`src/rtl/mov_avg_pkg.sv`:
```
// Shared types and width helpers for the moving-average filter.
package mov_avg_pkg;

    typedef logic [1:0] state_t;

    localparam state_t ST_FLUSH = 2'd0;
    localparam state_t ST_FILL  = 2'd1;
    localparam state_t ST_RUN   = 2'd2;

    // Running sum of N samples needs LOG2_N growth bits, so it cannot overflow.
    function automatic int sum_w(input int data_w, input int log2_n);
        return data_w + log2_n;
    endfunction

    function automatic int ptr_w(input int log2_n);
        return log2_n;
    endfunction

    // Fill count must be able to hold N itself.
    function automatic int cnt_w(input int log2_n);
        return log2_n + 1;
    endfunction

endpackage

```
`src/rtl/mov_avg_ring.sv`:
```
// Per-channel circular sample buffer: one write port, read of the entry about to be overwritten.
module mov_avg_ring #(
    parameter int DATA_W = 16,
    parameter int LOG2_N = 4
) (
    input  logic              clk,
    input  logic              rst,
    input  logic              wr_en,
    input  logic [LOG2_N-1:0] wr_ptr,
    input  logic [DATA_W-1:0] wr_data,
    output logic [DATA_W-1:0] rd_data
);

    logic [DATA_W-1:0] mem [2**LOG2_N];

    always_ff @(posedge clk or posedge rst) begin
        if (rst) begin
            for (int i = 0; i < 2**LOG2_N; i++) mem[i] <= '0;
        end else if (wr_en) begin
            mem[wr_ptr] <= wr_data;
        end
    end

    assign rd_data = mem[wr_ptr];

endmodule

```
`src/rtl/moving_avg_filt_iq.sv`:
```
// Multi-channel boxcar filter with flush and primed indication.
// Define MOV_AVG_ROUND_EN for round-half-up output instead of floor.
module moving_avg_filt_iq
    import mov_avg_pkg::*;
#(
    parameter int DATA_W = 16,
    parameter int LOG2_N = 4,
    parameter int NUM_CH = 2
) (
    input  logic                     clk,
    input  logic                     rst,
    input  logic                     clear,
    input  logic                     in_valid,
    output logic                     in_ready,
    input  logic [NUM_CH*DATA_W-1:0] in_data,
    output logic                     out_valid,
    output logic [NUM_CH*DATA_W-1:0] out_data,
    output logic                     primed
);

    localparam int N  = 2**LOG2_N;
    localparam int SW = sum_w(DATA_W, LOG2_N);
    localparam int PW = ptr_w(LOG2_N);
    localparam int CW = cnt_w(LOG2_N);

    state_t                        state;
    logic [PW-1:0]                 wr_ptr;
    logic [PW-1:0]                 flush_cnt;
    logic [CW-1:0]                 count;
    logic [NUM_CH-1:0][SW-1:0]     sum_q;
    logic [NUM_CH-1:0][SW-1:0]     sum_d;
    logic [NUM_CH-1:0][DATA_W-1:0] old_d;
    logic [NUM_CH-1:0][DATA_W-1:0] avg_d;
    logic                          flushing;
    logic                          accept;

    assign flushing = (state == ST_FLUSH);
    assign in_ready = !flushing && !clear;
    assign accept   = in_valid && in_ready;

    for (genvar k = 0; k < NUM_CH; k++) begin : g_ch
        logic [DATA_W-1:0] x;
        assign x = in_data[k*DATA_W +: DATA_W];

        // During FLUSH the ring walks wr_ptr and zeroes every entry.
        mov_avg_ring #(.DATA_W(DATA_W), .LOG2_N(LOG2_N)) u_ring (
            .clk     (clk),
            .rst     (rst),
            .wr_en   (accept || flushing),
            .wr_ptr  (wr_ptr),
            .wr_data (flushing ? {DATA_W{1'b0}} : x),
            .rd_data (old_d[k])
        );

        assign sum_d[k] = sum_q[k] + {{LOG2_N{x[DATA_W-1]}}, x}
                                   - {{LOG2_N{old_d[k][DATA_W-1]}}, old_d[k]};

`ifdef MOV_AVG_ROUND_EN
        localparam logic signed [SW:0] HALF = (SW+1)'(N/2);
        localparam logic signed [SW:0] MAXV = (SW+1)'(2**(DATA_W-1) - 1);
        logic signed [SW:0] rnd;
        logic signed [SW:0] rsh;
        assign rnd      = $signed({sum_d[k][SW-1], sum_d[k]}) + HALF;
        assign rsh      = rnd >>> LOG2_N;
        assign avg_d[k] = (rsh > MAXV) ? DATA_W'(MAXV) : DATA_W'(rsh);
`else
        assign avg_d[k] = DATA_W'($signed(sum_d[k]) >>> LOG2_N);
`endif
    end

    always_ff @(posedge clk or posedge rst) begin
        if (rst) begin
            state     <= ST_FILL;
            wr_ptr    <= '0;
            flush_cnt <= '0;
            count     <= '0;
            sum_q     <= '0;
            out_valid <= 1'b0;
            out_data  <= '0;
            primed    <= 1'b0;
        end else begin
            out_valid <= accept;
            if (clear) begin
                state     <= ST_FLUSH;
                wr_ptr    <= '0;
                flush_cnt <= '0;
                count     <= '0;
                sum_q     <= '0;
                primed    <= 1'b0;
            end else if (flushing) begin
                wr_ptr    <= wr_ptr + 1'b1;
                flush_cnt <= flush_cnt + 1'b1;
                if (flush_cnt == PW'(N-1)) begin
                    state  <= ST_FILL;
                    wr_ptr <= '0;
                end
            end else if (accept) begin
                sum_q    <= sum_d;
                out_data <= avg_d;
                wr_ptr   <= wr_ptr + 1'b1;
                if (state == ST_FILL) begin
                    count <= count + 1'b1;
                    if (count == CW'(N-1)) begin
                        state  <= ST_RUN;
                        primed <= 1'b1;
                    end
                end
            end
        end
    end

endmodule

```
`config.mk`:
```
export PLATFORM = sky130hd
export DESIGN_NAME = moving_avg_filt_iq
export DESIGN_NICKNAME = d
export VERILOG_FILES = /design/src/rtl/mov_avg_pkg.sv /design/src/rtl/mov_avg_ring.sv /design/src/rtl/moving_avg_filt_iq.sv
export SDC_FILE = /design/constraint.sdc
export NUM_CORES = 2
export LEC_CHECK = 0
export CORE_UTILIZATION = 50
export DETAILED_ROUTE_END_ITERATION = 12
export GPL_TIMING_DRIVEN = 0
export MAX_ROUTING_LAYER = met4
export PLACE_DENSITY = 0.67
export RECOVER_POWER = 25
export SYNTH_ARGS = -nofsm -noshare
export SYNTH_HDL_FRONTEND = slang
export SYNTH_SLANG_ARGS = --single-unit
```
`constraint.sdc`:
```
create_clock -name clk -period 28.3 [get_ports clk]
set_clock_uncertainty 0.05 [all_clocks]
set_input_delay 5.66 -clock clk [delete_from_list [all_inputs] [get_ports clk]]
set_output_delay 5.66 -clock clk [all_outputs]
set_load 0.05 [all_outputs]
```
==> results.cfg <==
[timing]
fmax_mhz = 61.6
min_period_ps = 16230
timing.hold.ws_ps = 424
rsz0062_at_grt = no
setup_tns_ps = 0
timing.final.max_slew_violations = 383
hold_violations = 0
setup_violations = 0
setup_ws_ps = 12070
min_period_over_period = 0.573
relSlewSlack = -3.09
worst_pin_slew_ps = 6140

[floorplanning]
rows = 87
ios = 71
die_w_um = 241
start_util = 0.507
core_sq_um = 56500
die_h_um = 241
design.die.area_sq_um = 58300

[cts]
post_cts_buffers = 0
ctsResizeCount = 0
clock-sinks = 601
cts_max_level = 2
cts_tree = built
cts_hold_buffers = 0
clock_path_buffers = 3
cts-root-buf = clkbuf_16
clkSlewWorstSetupHoldPaths_ps = 60
clkLatencyLatePin_ps = 640
cts_buffers = 60

[final_layout]
final_common_cell = nand2_1
final_cell_mix = 675 x nand2_1, 600 x dfrtp_1, 490 x o21ai_0
nets = 2948
instances_no_fill = 3631
postLayoutCoreUtil = 0.575
layout-drive-gt1-share = 0.136
area_growth_pct = 13.4
finish.instance_area_sq_um = 32500
fillers = 4670
diodes = 0

[run]
max_cap_viol_count = 4

[setup_path]
cp_max_fo = 103
setup.worst_path.end_class = asynchronous set/reset pin
slowest_delay_ps = 3960
worstPathRequired_ps = 27750
worstSetupStartpointType = primary input
worstPathCellList = dlygate4sd3_1 -> clkinvlp_2 -> clkbuf_1 -> clkbuf_1
slowest_stage = clkbuf_1
critPathTopFamily = buffers and inverters
cp_num_buf_inv = 4
cp.arrival_ps = 15680
crit_top_cell = clkbuf_1
critical_path_class = in2async

[route]
dr.first_iter.drc_count = 1975
wl_met2_mm = 37.2
met3_length_mm = 5.49
viasPerCell = 5.85
met1_length_mm = 33.7
wire_per_inst_um = 21.6
top_layer = met4
vias = 21300
first_pass_iters = 6
route.detailed.drc = 0
wl_mm = 78.6
ant_nets = 0

[global_routing]
grt_max_degree = 122
grt_pass1_wl_mm = 122
grt_antenna_before_repair = 0
grt_pass1_vias = 21100
grt.total_usage = 0.286
grt_overflow_total = 0

[placement]
post-place-cells = 3519
place.gp.congestion = 0.940
place_ws_ps = 15280
portBuffers = 69
post-dp-hpwl_mm = 57.5
place_area_sq_um = 30400

[power]
swShare = 0.255
power.share.combinational = 0.105
power.density_nw_per_um2 = 59.5
power_mw = 1.93
net-switching-power_mw = 0.493
power_frac_clock = 0.440
p_int_mw = 1.44
p_leak_nw = 14.4
pwr-share-seq = 0.454
ir_drop_uv = 43.5

[synthesis]
syn_area_sq_um = 28700
ys_warn_count = 0
ys_seq_elements = 601
synth_nets = 2812
synth_cells = 2689
ys_async_sr_fraction = 1.00
synth_cell_types = 66
synth-main-ff-cell = dfrtp_1
ys_seq_area_frac = 0.525
synth-edff-count = 0
syn_avg_cell_area_sq_um = 10.7

[status]
failed_checks = capacitance limit, slew limit
status = finished, violations left

[hold_path]
hp-class = reg2reg
cells in the mapped netlist (3+ instances only):
library cell  number  area share
nand2_1          675       0.088
dfrtp_1          600        0.52
o21ai_0          490       0.086
mux4_2           160        0.13
inv_1            155       0.020
clkbuf_1          98       0.013
buf_2             77       0.013
o21ai_1           58       0.010
ha_1              49       0.021
a21oi_1           45      0.0079
fa_1              38       0.027
nor2_1            34      0.0045
xnor2_1           21      0.0064
xor2_1            21      0.0064
buf_1             12      0.0016
nand2_4           12      0.0047
a211oi_1           9      0.0024
a21o_1             9      0.0024
nand4_1            9      0.0020
o31ai_1            8      0.0021
nand3_1            7      0.0012
a22o_1             6      0.0018
mux2_2             6      0.0024
o21bai_1           6      0.0016
and2_1             5      0.0011
nor3_1             5     0.00087
clkbuf_2           4     0.00070
mux2i_1            4      0.0014
nand2_2            4     0.00087
nor3b_1            4      0.0010
o21a_1             4      0.0010
a21oi_2            3     0.00092
a31oi_1            3     0.00066
buf_4              3     0.00079
nor2b_1            3     0.00066
or3_1              3     0.00066
routing by layer:
layer | up-vias | GRT usage
li1 | 9432 | -
met1 | 10900 | 0.393
met2 | 776 | 0.439
met3 | 136 | 0.0468
met4 | 0 | 0.0861
met5 | - | -
worst paths after layout:
check / slack, ps / to / cells past startpoint / from
worst max register to register: 22690 / out_data[8] / 15 / wr_ptr[1]
worst max-delay path: 12070 / g_ch[0].u_ring.mem[150] / 4 / rst
worst min-delay path: 420 / out_data[4] / 2 / out_data[4]
worst min register to register: 420 / out_data[4] / 2 / out_data[4]
max in group clk: 15290 / in_ready / 4 / clear
min in group asynchronous: 6150 / sum_q[31] / 2 / rst
cells by family (layout without fill, tap and decap cells):
| family | after synthesis | count (layout) | share of synthesized area |
|---|---|---|---|
| flops | 601 | 601 | 0.525 |
| simple gates | 774 | 774 | 0.111 |
| buf+inv | 349 | 535 | 0.0497 |
| fa+ha+maj | 87 | 87 | 0.0479 |
| mux | 171 | 171 | 0.130 |
| compound gates | 665 | 665 | 0.124 |
| xor+xnor | 42 | 42 | 0.0128 |
tightest hold or removal path, stage by stage (launching register included):
cell     delay, ps
dfrtp_1        340
nand2_1         50
nand2_1         50
cell type report:
cell class	count	area, sq um	area share
clock inverter	33	439	0.0135
inverter	155	583	0.0180
sequential	601	15000	0.463
timing repair buffer	74	757	0.0233
tap	756	946	0.0291
multi-input combinational	1739	12200	0.375
clock buffer	79	1680	0.0518
buffer	194	841	0.0259
flip-flops by register name (all words and copies together), names as in the netlist:
signal,flops
flush_cnt,4
sum_q,40
g_ch.u_ring.mem,512
count,5
out_valid,1
state,2
wr_ptr,4
primed,1
out_data,32
power by group through the flow:
stage / Combinational (mW) / Sequential [mW] / Clock [mW]
2_1_floorplan: 0.118 / 0.915 / 0
3_3_place_gp: 0.200 / 0.894 / 0
3_5_place_dp: 0.205 / 0.893 / 0
4_1_cts: 0.206 / 0.877 / 0.863
5_1_grt: 0.221 / 0.878 / 0.895
6_report: 0.204 / 0.878 / 0.851
Note: power is estimated with default switching activity, not from simulation.
